--- src/rtl/riscv_mem_arb.sv ---
// Two-requester (fetch / load-store) arbiter onto one memory bus port, MEM has priority.
// Define MEM_ARB_STARVE_EN to force an IF grant after three MEM grants taken while IF waited.
module riscv_mem_arb (
  input  logic        clk_i,
  input  logic        rst_i,
  input  logic        IF_req_i,
  input  logic [31:0] IF_addr_i,
  output logic [31:0] IF_rdata_o,
  output logic        IF_ack_o,
  input  logic        IF_flush_i,
  output logic        IF_stall_o,
  input  logic        MEM_req_i,
  input  logic        MEM_we_i,
  input  logic [3:0]  MEM_be_i,
  input  logic [31:0] MEM_addr_i,
  input  logic [31:0] MEM_wdata_i,
  output logic [31:0] MEM_rdata_o,
  output logic        MEM_ack_o,
  output logic        MEM_stall_o,
  output logic        bus_req_o,
  output logic        bus_we_o,
  output logic [3:0]  bus_be_o,
  output logic [31:0] bus_addr_o,
  output logic [31:0] bus_wdata_o,
  input  logic [31:0] bus_rdata_i,
  input  logic        bus_ack_i
);

  typedef enum logic [1:0] {IDLE, GNT_IF, GNT_MEM} state_t;

  state_t      state_q, state_d;
  logic        drop_q, drop_d;
  logic        bus_req_q, bus_req_d;
  logic        bus_we_q, bus_we_d;
  logic [3:0]  bus_be_q, bus_be_d;
  logic [31:0] bus_addr_q, bus_addr_d;
  logic [31:0] bus_wdata_q, bus_wdata_d;
  logic        if_first;

`ifdef MEM_ARB_STARVE_EN
  logic [1:0]  starve_cnt_q, starve_cnt_d;
  assign if_first = (starve_cnt_q == 2'd3);
`else
  assign if_first = 1'b0;
`endif

  always_comb begin
    state_d     = state_q;
    drop_d      = drop_q;
    bus_req_d   = bus_req_q;
    bus_we_d    = bus_we_q;
    bus_be_d    = bus_be_q;
    bus_addr_d  = bus_addr_q;
    bus_wdata_d = bus_wdata_q;
`ifdef MEM_ARB_STARVE_EN
    starve_cnt_d = starve_cnt_q;
`endif
    case (state_q)
      IDLE: begin
        if (MEM_req_i && !(IF_req_i && if_first)) begin
          state_d     = GNT_MEM;
          bus_req_d   = 1'b1;
          bus_we_d    = MEM_we_i;
          bus_be_d    = MEM_be_i;
          bus_addr_d  = MEM_addr_i;
          bus_wdata_d = MEM_wdata_i;
`ifdef MEM_ARB_STARVE_EN
          if (IF_req_i) starve_cnt_d = starve_cnt_q + 2'd1;
`endif
        end else if (IF_req_i) begin
          state_d     = GNT_IF;
          bus_req_d   = 1'b1;
          bus_we_d    = 1'b0;
          bus_be_d    = 4'hF;
          bus_addr_d  = IF_addr_i;
          bus_wdata_d = 32'd0;
`ifdef MEM_ARB_STARVE_EN
          starve_cnt_d = 2'd0;
`endif
        end
      end
      GNT_IF: begin
        // The ack retires the dropped fetch, so it wins over a new flush.
        if (bus_ack_i) begin
          state_d   = IDLE;
          bus_req_d = 1'b0;
          drop_d    = 1'b0;
        end else if (IF_flush_i) begin
          drop_d = 1'b1;
        end
      end
      GNT_MEM: begin
        if (bus_ack_i) begin
          state_d   = IDLE;
          bus_req_d = 1'b0;
        end
      end
      default: state_d = IDLE;
    endcase
  end

  always_ff @(posedge clk_i or posedge rst_i) begin
    if (rst_i) begin
      state_q     <= IDLE;
      drop_q      <= 1'b0;
      bus_req_q   <= 1'b0;
      bus_we_q    <= 1'b0;
      bus_be_q    <= 4'h0;
      bus_addr_q  <= 32'd0;
      bus_wdata_q <= 32'd0;
`ifdef MEM_ARB_STARVE_EN
      starve_cnt_q <= 2'd0;
`endif
    end else begin
      state_q     <= state_d;
      drop_q      <= drop_d;
      bus_req_q   <= bus_req_d;
      bus_we_q    <= bus_we_d;
      bus_be_q    <= bus_be_d;
      bus_addr_q  <= bus_addr_d;
      bus_wdata_q <= bus_wdata_d;
`ifdef MEM_ARB_STARVE_EN
      starve_cnt_q <= starve_cnt_d;
`endif
    end
  end

  assign bus_req_o   = bus_req_q;
  assign bus_we_o    = bus_we_q;
  assign bus_be_o    = bus_be_q;
  assign bus_addr_o  = bus_addr_q;
  assign bus_wdata_o = bus_wdata_q;

  // A flush in the ack cycle must also hide that ack, hence the direct IF_flush_i term.
  assign IF_ack_o    = !rst_i && bus_ack_i && (state_q == GNT_IF) && !drop_q && !IF_flush_i;
  assign MEM_ack_o   = !rst_i && bus_ack_i && (state_q == GNT_MEM);
  assign IF_rdata_o  = bus_rdata_i;
  assign MEM_rdata_o = bus_rdata_i;
  assign IF_stall_o  = IF_req_i && !IF_ack_o;
  assign MEM_stall_o = MEM_req_i && !MEM_ack_o;

endmodule

--- config.mk ---
export PLATFORM = sky130hd
export DESIGN_NAME = riscv_mem_arb
export DESIGN_NICKNAME = d
export VERILOG_FILES = /design/src/rtl/riscv_mem_arb.sv
export SDC_FILE = /design/constraint.sdc
export NUM_CORES = 1
export LEC_CHECK = 0
export CELL_PAD_IN_SITES_DETAIL_PLACEMENT = 1
export CELL_PAD_IN_SITES_GLOBAL_PLACEMENT = 1
export CORE_UTILIZATION = 21
export DETAILED_ROUTE_END_ITERATION = 16
export PLACE_DENSITY_LB_ADDON = 0.2
export SLEW_MARGIN = 30
export SYNTH_ARGS = -nofsm -noshare
export SYNTH_HDL_FRONTEND = slang
export SYNTH_SLANG_ARGS = --single-unit
--- constraint.sdc ---
create_clock -name clk_i -period 2.3 [get_ports clk_i]
set_clock_uncertainty 0.05 [all_clocks]
set_input_delay 0.46 -clock clk_i [delete_from_list [all_inputs] [get_ports clk_i]]
set_output_delay 0.46 -clock clk_i [all_outputs]
set_load 0.02 [all_outputs]
==> metrics.cfg <==
[logic_synthesis]
avgSynthCellArea_um2=11.0
synthesis.nets=469
yosys.cell_count.top_type=dfrtp_1
synth_top_area_frac=0.506
ys_warn_count=0
synthFlopType=dfrtp_1
syn_area_um2=3610
synth_top_cell_by_area=dfrtp_1
synth_edf_count=0
synth-seq-cells=73
seq_area_frac_synth=0.506
synth_area_leaders=dfrtp_1 51%, buf_4 14%, a22o_1 8.0%
synthCells=327
synth_common_cells=73 x dfrtp_1, 65 x buf_4, 34 x nor2_1
synth_cell_types=28
async_flop_share=1.00

[route]
routed_via_density=4.43
route.detailed.drc=0
firstDrtPassIters=4
routed_wirelength_mm=12.2
avgRoutedWirePerCell_um=18.3
ant_nets=0
drtIter0Drc=85
vias=2956

[sta]
max_freq_mhz=467
slew_viol_final=0
fin_crit_sh=0.932
worstMarginPinSlew_ns=0.482
min_period_ns=2.14
finalSetupViolCount=0
relSlewSlack=0.679
rsz0062_at_grt=no
final_hold_viol_count=0

[place]
dp_hpwl_mm=8.64
dpl.cell_count=651
routabilityCongestion=0.695
port_buffers=180

[worst_setup_path]
r2r_start=state_q[1]$_DFFE_PP0P_
crit_chain=clkdlybuf4s50_1 > nor2b_1 > and2_1 > nor2b_1 > dlygate4sd2_1
critical_path.max_stage_delay_ns=0.42
crit_type=in -> out
startpoint_type=input pin
ff2ff_setup_slack_ns=0.49
worst_r2r_endpoint=bus_addr_o[29]$_DFFE_PP0P_
path_max_fanout=2
worst_path_most_repeated_cell=nor2b_1
ff2ff_path_depth=6
endpoint_kind=output port
crit_slowest_cell=clkdlybuf4s50_1
arrival_ns=1.63
critPathRequiredTime_ns=1.79

[floorplanning]
rows=47
ios=277
die-area_um2=17700
start_util=0.216
die_y_um=133
dieWidth_um=133
coreArea_um2=16700

[power]
total_power_mw=7.62
p_sw_mw=2.83
comb_power_share=0.474
power-per-cell-area_nw_per_um2=1370
p_leak_nw=2.21
p_int_mw=4.79
peakVddDrop_mv=0.417
power_frac_seq=0.300
p_sw_frac=0.371
p_clk_frac=0.226

[final_layout]
diodes=0
instances_no_fill=667
area_delta_synth_final_pct=53.7
layout.nets=584
fin_util=0.332
layout-drive-gt1-share=0.0694

[hold_path]
worstHoldPathCells=1
holdPathEnd=bus_be_o[1]$_DFFE_PP0P_
hp-class=reg -> reg
hp-start=bus_be_o[1]$_DFFE_PP0P_

[grt]
track_usage=0.142
first_global_vias=3281
antenna_found_initial=0
use_met3=0.0266
grt_overflow=0
gr-usage-met1=0.181
busiest_layer=met2
grt_util_met2=0.230
grt_max_degree=41
grt_pass1_wl_mm=19.3

[run_status]
outcome=complete, no violations

[cts]
cts_sinks=73
cts_tree=built
clk_path_buf_depth=2
cts_made_buffers=9
clock_latency_ns=0.33
clkTransAtPathRegs_ns=0.06
htree_levels=3
cts_root_buffer=clkbuf_16

[job]
drv_cap=0

[stage by stage]
| step | instance area (um2) | hold WS (ns) | setup TNS, ns | setup WS, ns |
|---|---|---|---|---|
| global route | 5550 | 0.462 | 0 | 0.0644 |
| floorplan | 3610 | 0.442 | 0 | 0.636 |
| global placement | 5190 | 0.423 | -1.01 | -0.109 |
| finish | 5550 | 0.439 | 0 | 0.157 |
| detailed placement | 5190 | 0.432 | -3.24 | -0.130 |
| CTS | 5550 | 0.445 | 0 | 0.140 |
[placed cells by master, fill, tap and decap left out, drive strengths merged]
cell type	synthesis	final
inv	3	2
or2	1	1
o32ai	30	30
a22o	33	33
o21ai	1	1
a21o	1	1
and3b	2	2
o22ai	30	30
o22a	4	4
ha	3	3
and2	2	2
nand2	3	3
a21oi	5	5
clkinvlp	0	2
clkbuf	1	11
nand2b	3	3
nor2	34	34
dlygate4sd2	0	4
o2bb2ai	1	1
buf	88	13
clkdlybuf4s50	0	176
nor2b	3	3
bufinv	0	4
and3	1	1
nor3	4	4
dfrtp	73	73
o21a	1	1
[area by class of cell]
class | count | area (um2)
flip-flops and latches | 73 | 1830
fillers | 1868 | 11200
clock inverters | 5 | 128
multi-input cells | 162 | 1130
well taps | 220 | 275
clock buffers | 11 | 233
inverters | 3 | 15.0
repair buffers | 193 | 1940
[logic make-up after synthesis]
group,Yosys count,share of synthesized area
AOI/OAI and AO/OA,106,0.229
and+or+nand+nor,53,0.0714
adders and majority gates,3,0.0104
buffers and inverters,92,0.183
DFF,73,0.506
[critical path: cells and delay by family]
kind,cells,cell delay [ns]
buffers and inverters,2,0.77
and+or+nand+nor,3,0.41
[per-layer routing]
| metal | vias to the layer above | part of all wire |
|---|---|---|
| met5 | - | 0 |
| met4 | 0 | 0.025 |
| met3 | 32 | 0.056 |
| met2 | 98 | 0.48 |
| met1 | 1447 | 0.44 |
| li1 | 1379 | - |
[flip-flops by register name (all words and copies together), names as in the netlist]
signal,cells
bus_addr_o,32
bus_wdata_o,32
bus_be_o,4
state_q,2
bus_req_o,1
bus_we_o,1
drop_q,1
[power by group through the flow]
| stage | registers [mW] | logic (mW) | clock network, mW |
|---|---|---|---|
| after global placement | 2.29 | 3.64 | 0 |
| after floorplan | 2.94 | 1.40 | 0 |
| final | 2.29 | 3.61 | 1.72 |
| after global routing | 2.37 | 3.89 | 1.84 |
| after detailed placement | 2.29 | 3.69 | 0 |
| after CTS | 2.29 | 3.68 | 1.79 |
[repair_timing]
action / 4_1_cts / 5_1_grt
hold buffers: 0 / 0
setup endpoints to repair: 4 / 0
gates resized for setup: 4 / 0
setup buffers: 0 / 0
[worst max path at each step]
stage / from / depth (start not counted) / endpoint / slack, ns
2_1_floorplan: bus_ack_i / 3 / IF_stall_o / 0.64
6_report: bus_ack_i / 5 / MEM_stall_o / 0.16
4_1_cts: bus_ack_i / 5 / MEM_stall_o / 0.14
3_5_place_dp: bus_ack_i / 5 / MEM_stall_o / -0.13
5_1_grt: bus_ack_i / 5 / IF_stall_o / 0.06
3_3_place_gp: bus_ack_i / 5 / IF_stall_o / -0.11
Power figures use the tool's default switching activity.
